$ cat config.mk
export PLATFORM = sky130hd
export DESIGN_NAME = mode_sequencer
export DESIGN_NICKNAME = d
export VERILOG_FILES = /design/src/rtl/mode_sequencer.sv
export SDC_FILE = /design/constraint.sdc
export NUM_CORES = 1
export LEC_CHECK = 0
export BUFFER_PORTS_ARGS = -buffer_cell sky130_fd_sc_hd__clkbuf_2
export CAP_MARGIN = 20
export CORE_MARGIN = 3
export CORE_UTILIZATION = 30
export DETAILED_ROUTE_END_ITERATION = 12
export PLACE_DENSITY = 0.57
export SYNTH_ARGS = -nofsm -noshare
export SYNTH_HDL_FRONTEND = slang
export SYNTH_SLANG_ARGS = --single-unit
$ cat constraint.sdc
create_clock -name clk -period 7.21 [get_ports clk]
set_input_delay 0.3605 -clock clk [delete_from_list [all_inputs] [get_ports clk]]
set_output_delay 0.3605 -clock clk [all_outputs]
set_load 0.05 [all_outputs]
$ cat src/rtl/mode_sequencer.sv
// mode_sequencer: command front end for the mode-controlled datapath controller.
// Commands (mode, length, operand) are queued in a small FIFO, then replayed one
// at a time as the exact on/start waveform the controller expects. The block
// follows the controller's regime until it is back in the off state, and then
// reports done. A command is aborted with err if the controller does not enter
// the requested regime.
//
// Optional build macro MODE_SEQ_TIMEOUT_EN: bounds the DRAIN wait to TIMEOUT
// cycles. When the bound expires the command is aborted with err.
// Without the macro, DRAIN waits for regime==0 indefinitely.
//
// on/start/busy/done/x are flops aligned with the state register. err depends
// on the regime input sampled in the same cycle, so it is a decode of the
// current state and input.

module mode_sequencer #(
    parameter int DEPTH   = 4,
    parameter int LEN_W   = 4,
    parameter int TIMEOUT = 32
) (
    input  logic             clk,
    input  logic             rst,
    input  logic             cmd_valid,
    output logic             cmd_ready,
    input  logic [1:0]       cmd_mode,
    input  logic [LEN_W-1:0] cmd_len,
    input  logic [7:0]       cmd_x,
    input  logic [1:0]       regime,
    output logic [1:0]       on,
    output logic             start,
    output logic [7:0]       x,
    output logic             busy,
    output logic             done,
    output logic             err
);

    localparam int AW = $clog2(DEPTH);
    localparam int EW = 10 + LEN_W;
    localparam logic [AW:0]      FULL_CNT = (AW+1)'(DEPTH);
    localparam logic [LEN_W-1:0] LEN_ZERO = {LEN_W{1'b0}};
    localparam logic [LEN_W-1:0] LEN_ONE  = LEN_W'(1);

    localparam logic [1:0] MODE_NOP   = 2'd0;
    localparam logic [1:0] MODE_ENUM  = 2'd1;
    localparam logic [1:0] MODE_COUNT = 2'd2;

    localparam logic [2:0] S_IDLE   = 3'd0;
    localparam logic [2:0] S_ISSUE  = 3'd1;
    localparam logic [2:0] S_CHECK  = 3'd2;
    localparam logic [2:0] S_DELAY  = 3'd3;
    localparam logic [2:0] S_PULSE  = 3'd4;
    localparam logic [2:0] S_HOLD   = 3'd5;
    localparam logic [2:0] S_DRAIN  = 3'd6;
    localparam logic [2:0] S_FINISH = 3'd7;

    // FIFO storage and pointers
    logic [EW-1:0]    mem_q [DEPTH];
    logic [EW-1:0]    mem_d [DEPTH];
    logic [AW-1:0]    wr_ptr_q, wr_ptr_d;
    logic [AW-1:0]    rd_ptr_q, rd_ptr_d;
    logic [AW:0]      count_q, count_d;
    logic [EW-1:0]    head_s;
    logic             full_s, empty_s, push_s, pop_s;

    // Sequencer state and the command being replayed
    logic [2:0]       state_q, state_d;
    logic [1:0]       mode_q, mode_d;
    logic [LEN_W-1:0] len_q, len_d;
    logic [LEN_W-1:0] cnt_q, cnt_d;
    logic [7:0]       x_q, x_d;

    // Output flops
    logic [1:0]       on_q, on_d;
    logic             start_q, start_d;
    logic             busy_q, busy_d;
    logic             done_q, done_d;
    logic             err_s;

`ifdef MODE_SEQ_TIMEOUT_EN
    localparam int TW = $clog2(TIMEOUT) + 1;
    localparam logic [TW-1:0] TMO_LAST = TW'(TIMEOUT - 1);
    logic [TW-1:0]    tmo_q, tmo_d;
`endif

    assign full_s    = (count_q == FULL_CNT);
    assign empty_s   = (count_q == {(AW+1){1'b0}});
    assign cmd_ready = rst & ~full_s;
    assign push_s    = cmd_valid & cmd_ready;
    assign pop_s     = (state_q == S_IDLE) & ~empty_s & (regime == 2'd0);
    assign head_s    = mem_q[rd_ptr_q];

    assign on    = on_q;
    assign start = start_q;
    assign x     = x_q;
    assign busy  = busy_q;
    assign done  = done_q;
    assign err   = err_s & rst;

    // FIFO next-state: write on push, advance read on pop, track occupancy
    always_comb begin
        mem_d    = mem_q;
        wr_ptr_d = wr_ptr_q;
        rd_ptr_d = rd_ptr_q;
        if (push_s) begin
            mem_d[wr_ptr_q] = {cmd_mode, cmd_len, cmd_x};
            wr_ptr_d        = wr_ptr_q + AW'(1);
        end else begin
            wr_ptr_d = wr_ptr_q;
        end
        if (pop_s) begin
            rd_ptr_d = rd_ptr_q + AW'(1);
        end else begin
            rd_ptr_d = rd_ptr_q;
        end
        case ({push_s, pop_s})
            2'b10:   count_d = count_q + (AW+1)'(1);
            2'b01:   count_d = count_q - (AW+1)'(1);
            default: count_d = count_q;
        endcase
    end

    // Sequencer next-state: pop, issue, check, shape start, drain, finish
    always_comb begin
        state_d = state_q;
        mode_d  = mode_q;
        len_d   = len_q;
        x_d     = x_q;
        cnt_d   = cnt_q;
        err_s   = 1'b0;
`ifdef MODE_SEQ_TIMEOUT_EN
        tmo_d   = {TW{1'b0}};
`endif
        case (state_q)
            S_IDLE: begin
                if (pop_s) begin
                    {mode_d, len_d, x_d} = head_s;
                    state_d = (head_s[EW-1 -: 2] == MODE_NOP) ? S_FINISH : S_ISSUE;
                end else begin
                    state_d = S_IDLE;
                end
            end
            S_ISSUE: state_d = S_CHECK;
            S_CHECK: begin
                if (regime != mode_q) begin
                    err_s   = 1'b1;
                    state_d = S_IDLE;
                end else begin
                    case (mode_q)
                        MODE_ENUM: begin
                            if (len_q != LEN_ZERO) begin
                                cnt_d   = len_q;
                                state_d = S_DELAY;
                            end else begin
                                state_d = S_PULSE;
                            end
                        end
                        MODE_COUNT: begin
                            // CHECK already carries the first start cycle
                            if (len_q > LEN_ONE) begin
                                cnt_d   = len_q - LEN_ONE;
                                state_d = S_HOLD;
                            end else begin
                                state_d = S_DRAIN;
                            end
                        end
                        default: state_d = S_DRAIN;
                    endcase
                end
            end
            S_DELAY: begin
                if (cnt_q == LEN_ONE) begin
                    state_d = S_PULSE;
                end else begin
                    cnt_d = cnt_q - LEN_ONE;
                end
            end
            S_PULSE: state_d = S_DRAIN;
            S_HOLD: begin
                if (cnt_q == LEN_ONE) begin
                    state_d = S_DRAIN;
                end else begin
                    cnt_d = cnt_q - LEN_ONE;
                end
            end
            S_DRAIN: begin
                if (regime == 2'd0) begin
                    state_d = S_FINISH;
                end else begin
`ifdef MODE_SEQ_TIMEOUT_EN
                    if (tmo_q == TMO_LAST) begin
                        err_s   = 1'b1;
                        state_d = S_IDLE;
                    end else begin
                        tmo_d = tmo_q + TW'(1);
                    end
`else
                    state_d = S_DRAIN;
`endif
                end
            end
            S_FINISH: state_d = S_IDLE;
            default:  state_d = S_IDLE;
        endcase
    end

    // Output decode of the next state so the output flops line up with the state
    always_comb begin
        on_d    = (state_d == S_ISSUE) ? mode_d : 2'd0;
        start_d = (state_d == S_PULSE) || (state_d == S_HOLD) ||
                  ((state_d == S_CHECK) && (mode_d == MODE_COUNT) && (len_d != LEN_ZERO));
        busy_d  = (state_d != S_IDLE);
        done_d  = (state_d == S_FINISH);
    end

    // State, FIFO and output registers with synchronous active-low reset
    always_ff @(posedge clk) begin
        if (!rst) begin
            for (int i = 0; i < DEPTH; i++) begin
                mem_q[i] <= {EW{1'b0}};
            end
            wr_ptr_q <= {AW{1'b0}};
            rd_ptr_q <= {AW{1'b0}};
            count_q  <= {(AW+1){1'b0}};
            state_q  <= S_IDLE;
            mode_q   <= 2'd0;
            len_q    <= LEN_ZERO;
            cnt_q    <= LEN_ZERO;
            x_q      <= 8'd0;
            on_q     <= 2'd0;
            start_q  <= 1'b0;
            busy_q   <= 1'b0;
            done_q   <= 1'b0;
        end else begin
            mem_q    <= mem_d;
            wr_ptr_q <= wr_ptr_d;
            rd_ptr_q <= rd_ptr_d;
            count_q  <= count_d;
            state_q  <= state_d;
            mode_q   <= mode_d;
            len_q    <= len_d;
            cnt_q    <= cnt_d;
            x_q      <= x_d;
            on_q     <= on_d;
            start_q  <= start_d;
            busy_q   <= busy_d;
            done_q   <= done_d;
        end
    end

`ifdef MODE_SEQ_TIMEOUT_EN
    // DRAIN cycle counter, cleared in every other state
    always_ff @(posedge clk) begin
        if (!rst) begin
            tmo_q <= {TW{1'b0}};
        end else begin
            tmo_q <= tmo_d;
        end
    end
`endif

endmodule

Yosys cells after proc, flatten, opt, wreduce, memory -nomap -nowiden. Index checks and enable logic that the tools add are counted. Widths: inputs -> output; s select.

Logic and storage cells: 107. Input bits: 19. Bits in registers: 89.

Reductions and logical operators: 18. Bitwise operators: 9. Mux-type cells: 29. $lt $le $gt $ge: 4. Equal/unequal tests: 25. Add/subtract/negate cells: 6.

Operators by type and width (count): $bwmux 56 (1); $mux 14 (3); $bmux 14 s2 (1); $demux 14 s2 (1); $eq 3x3->1 const B (8); $mux 4 (6); $pmux 3 s8 (1); $mux 3 (6); $pmux 4 s2 (2); $pmux 3 s2 (2); $eq 3x2->1 const B (3); $reduce_bool 4->1 (2); $sub 4x1->4 const B (2); $eq 2x2->1 const B (3); $eq 3x1->1 const B (2); $ge 3x3->1 const B (2); $logic_not 3->1 (2); $mux 2 (3); $ne 3x3->1 const B (2); $not 2->3 (2); $reduce_and 6->1 (1); $and 1x1->1 (5); $add 2x1->2 const B (2); $eq 2x1->1 const B (2); 17 further kinds (27).

Logic depth before layout (Yosys ltp).
Word-level depth: 12. Mapped depth: 12. Mapped depth without buffers: 10.

Worst setup path before layout. Ideal clock, no wire load.

Kind: flip-flop to flip-flop. From: register count_q[1]. To: register count_q[2]. Arrival: 3.014 ns. Cell stages (with the launch flop): 13. Path buffers: 2. Path slack: 4.126 ns. Period minus slack after synthesis: 3.084 ns. Path through: dfxtp_1 -> inv_1 -> a31oi_1 -> and2_1 -> buf_2 -> clkbuf_1 -> inv_1 -> ha_1 -> inv_1 -> fa_1 -> xor2_1 -> or3_1 -> a21oi_1.

Longest elaborated chain between the ends: 6. Elaborated cells on any way between the ends: 14. Classes of those cells: add/sub (2); eq/ne (3); mux (1); bitwise (6); reduce/logical (2).

RTL lines: start: declaration (line 61) `logic [AW:0] count_q, count_d;`; start signal: assignment (line 223) `count_q <= {(AW+1){1'b0}};`; start signal: assignment (line 237) `count_q <= count_d;`; $eq 3x3->1 * (line 85) `assign full_s = (count_q == FULL_CNT);`; $not 1->1 * (line 87) `assign cmd_ready = rst & ~full_s;`; $and 1x1->1 * (line 87); net cmd_ready (line 24) `output logic cmd_ready,`; $and 1x1->1 * (line 88) `assign push_s = cmd_valid & cmd_ready;`; $eq 2x1->1 or $eq 2x2->1 (tied branches) (line 115) `case ({push_s, pop_s})`; $pmux 3 s2 or $reduce_bool 2->1 (tied branches).

The timed path passes the listed nets; every way through them passes the cells marked *. A chain may end at the register's enable or synchronous reset.

Worst setup path after layout.
From: input rst. To: register count_q[2].

Longest elaborated chain between the ends: 4. Elaborated cells on any way between the ends: 6. Classes of those cells: eq/ne (2); mux (1); bitwise (2); reduce/logical (1).

RTL lines: start: declaration (line 22) `input logic rst,`; $and 1x1->1 (line 87); $and 1x1->1 (line 88); $eq 2x1->1 or $eq 2x2->1 (tied branches) (line 115); $pmux 3 s2 or $reduce_bool 2->1 (tied branches).

Several ways; a longest one is shown, not always the timed one.

==> results.toml <==
[power_and_ir_drop]
vdd_drop_max_v = 0.000111
combPwrFrac_pct = 11.4
p_leak_nw = 1.62
intPower_mw = 0.865
p_per_area_nw_per_um2 = 246
p_sw_mw = 0.295
power_mw = 1.16
power.share.sequential_pct = 44.7
clock_power_share_pct = 43.9
p_sw_share_pct = 25.4

[route]
routed_wl_um = 10200
via_count = 3393
ant_nets = 0
viasPerCell = 5.03
drc = 0
wl_per_cell_um = 15.1
first_pass_iters = 4
drt_iter0_markers = 259

[timing]
worst_pin_slew_ns = 0.905
fmax_mhz = 351
period_needed_ns = 2.85
fin_crit_sh_pct = 39.5
setup_viol = 0
slew_headroom_pct = 39.7
rsz0062_at_grt = "no"
final.setup_skew_ns = 0.00661
finalHoldViolCount = 0
slew_viol_final = 0
tns_ns = 0

[die]
die_w_um = 123
die-area_um2 = 15100
core-area_um2 = 13300
num_io_pins = 34
rows = 42
die_y_um = 123
start_util_pct = 30.9

[setup_path]
crit_chain = "clkbuf_2 -> inv_2 -> buf_4 -> a31oi_1 -> and2_2 -> inv_1 -> ha_1 -> inv_1 -> fa_1 -> xor2_1 -> or3_1 -> a21oi_1"
worst-r2r-setup-slack_ns = 4.70
slowest_stage = "buf_4"
cp.buffers_inverters = 5
crit_top_cell = "inv_1"
end_kind = "flop"
ff2ff_path_depth = 9
critPathTopFamily = "buffers and inverters"
worstPathArrival_ns = 3.11
worstSetupPathType = "primary input to flop"
required_ns = 7.47
cpPeakStageDelay_ns = 0.69
start_kind = "primary input"
r2r_start = "state_q[0]"
worstPathMaxFanout = 86
r2r_end = "count_q[2]"

[worst_hold_path]
worstHoldEndpoint = "busy"
hp-start = "rst"
min_path_type = "primary input to flop"
holdPathStages = 2

[outcome]
outcome = "finished clean"

[global_routing]
overflow = 0
track_usage_pct = 13.8
grt_pass1_vias = 3353
antenna_found_initial = 0
grt_first_pass_wirelength_um = 16500
grt_max_degree = 87

[cts]
clkTransAtPathRegs_ns = 0.06
numCtsBuffers = 9
clockBufferDepth = 2
cts_setup_buffers = 0
cts_root_buffer = "clkbuf_16"
ctsResizeCount = 0
clkSinkCount = 89
clk_latency_ns = 0.33
hold_buffers = 0
cts_tree = "yes"
htreeDepth = 3

[synthesis]
ys_top_cells_by_count = "nand2_1, dfxtp_1, a21oi_1"
netlist.area_leader.share_pct = 43.4
synth_area_leaders = "dfxtp_1, a21oi_1, nand2_1"
synth.distinct_cells = 49
synth_most_common_cell = "nand2_1"
syn_nets = 510
synth_cells = 478
yosysWarnings = 0
syn_avg_cell_area_um2 = 8.59
synth_top_cell_by_area = "dfxtp_1"
synth_ff_type = "dfxtp_1"
async_flop_share_pct = 0
synth_edf_count = 0
netlist_area_um2 = 4110
yosysSeqAreaShare_pct = 43.4
synth_seq_cells = 89

[cells_and_area]
drive_gt1_share_pct = 15.0
nets = 526
antenna_cells = 0
syn_to_final_growth_pct = 14.9
fin_util_pct = 35.5

[placement]
dp_hpwl_um = 6580
port_buffers = 33
globalplace.congestion = 0.817

[run]
max-cap-violations = 0
[placed cells by master, fill, tap and decap left out, drive strengths merged, types with 2 or more instances in the layout]
| cell type | n |
|---|---|
| nand2 | 94 |
| dfxtp | 89 |
| a21oi | 78 |
| nand3 | 60 |
| clkbuf | 43 |
| nor2 | 17 |
| inv | 16 |
| mux4 | 14 |
| ha | 12 |
| o21ai | 7 |
| xnor2 | 6 |
| xor2 | 5 |
| nor3 | 5 |
| mux2i | 4 |
| nor4 | 4 |
| and3 | 4 |
| buf | 4 |
| clkinvlp | 3 |
| nor3b | 3 |
| o31ai | 2 |
| or3 | 2 |
| o21a | 2 |
| nand4b | 2 |
| a21o | 2 |
| bufinv | 2 |
[metrics by stage]
step	hold slack, ns	instance area (µm²)	cells	setup slack, ns
2_1_floorplan	0.432	4110	478	4.13
3_3_place_gp	0.437	4370	658	3.87
3_5_place_dp	0.446	4370	658	3.77
4_1_cts	0.291	4700	674	4.11
5_1_grt	0.297	4720	675	4.18
6_report	0.298	4720	675	4.36
[final cells by class]
type / count / area (µm²)
Clock buffer: 10 / 239
Timing Repair Buffer: 37 / 208
Tap cell: 176 / 220
Sequential cell: 89 / 1780
Clock inverter: 6 / 91.3
Fill cell: 1353 / 8570
Inverter: 16 / 60.1
Multi-Input combinational cell: 341 / 2120
[per-layer routing]
layer	wire length, µm	GRT usage (%)	vias to the layer above
met5	0	0	-
met1	4770	18.2	1597
met4	178	5.40	0
li1	-	-	1702
met3	555	3.02	15
met2	4690	22.0	79
[flip-flops by register name, indices dropped and copies added (netlist names)]
name,flops
on,2
mem_q,56
state_q,3
start,1
x,8
len_q,4
count_q,3
wr_ptr_q,2
rd_ptr_q,2
cnt_q,4
busy,1
mode_q,2
done,1
[power groups by stage]
stage	Sequential [mW]	Clock (mW)	Combinational (mW)
2_1_floorplan	0.531	0	0.0925
6_report	0.518	0.509	0.133
4_1_cts	0.518	0.519	0.131
3_3_place_gp	0.528	0	0.129
3_5_place_dp	0.529	0	0.131
5_1_grt	0.520	0.541	0.146
[worst max-delay path by stage]
stage | startpoint | cells past startpoint | to
4_1_cts | rst | 12 | count_q[2]
3_3_place_gp | rst | 12 | count_q[2]
2_1_floorplan | count_q[1] | 12 | count_q[2]
6_report | rst | 12 | count_q[2]
3_5_place_dp | rst | 12 | count_q[2]
5_1_grt | rst | 12 | count_q[2]
[worst reg2reg max path: stages (launching register included)]
cell      delay [ns]
dfxtp_1         0.42
nor3_2          0.26
o311ai_2        0.17
inv_2           0.30
ha_1            0.26
inv_1           0.06
fa_1            0.38
xor2_1          0.16
or3_1           0.30
a21oi_1         0.14
[cell families after synthesis]
| logic type | share of synthesized area [%] |
|---|---|
| compound gates | 14.1 |
| xor+xnor | 2.35 |
| fa+ha+maj | 4.14 |
| buf+inv | 5.03 |
| flops | 43.4 |
| mux | 8.92 |
| simple gates | 22.1 |
Power figures use the tool's default switching activity.
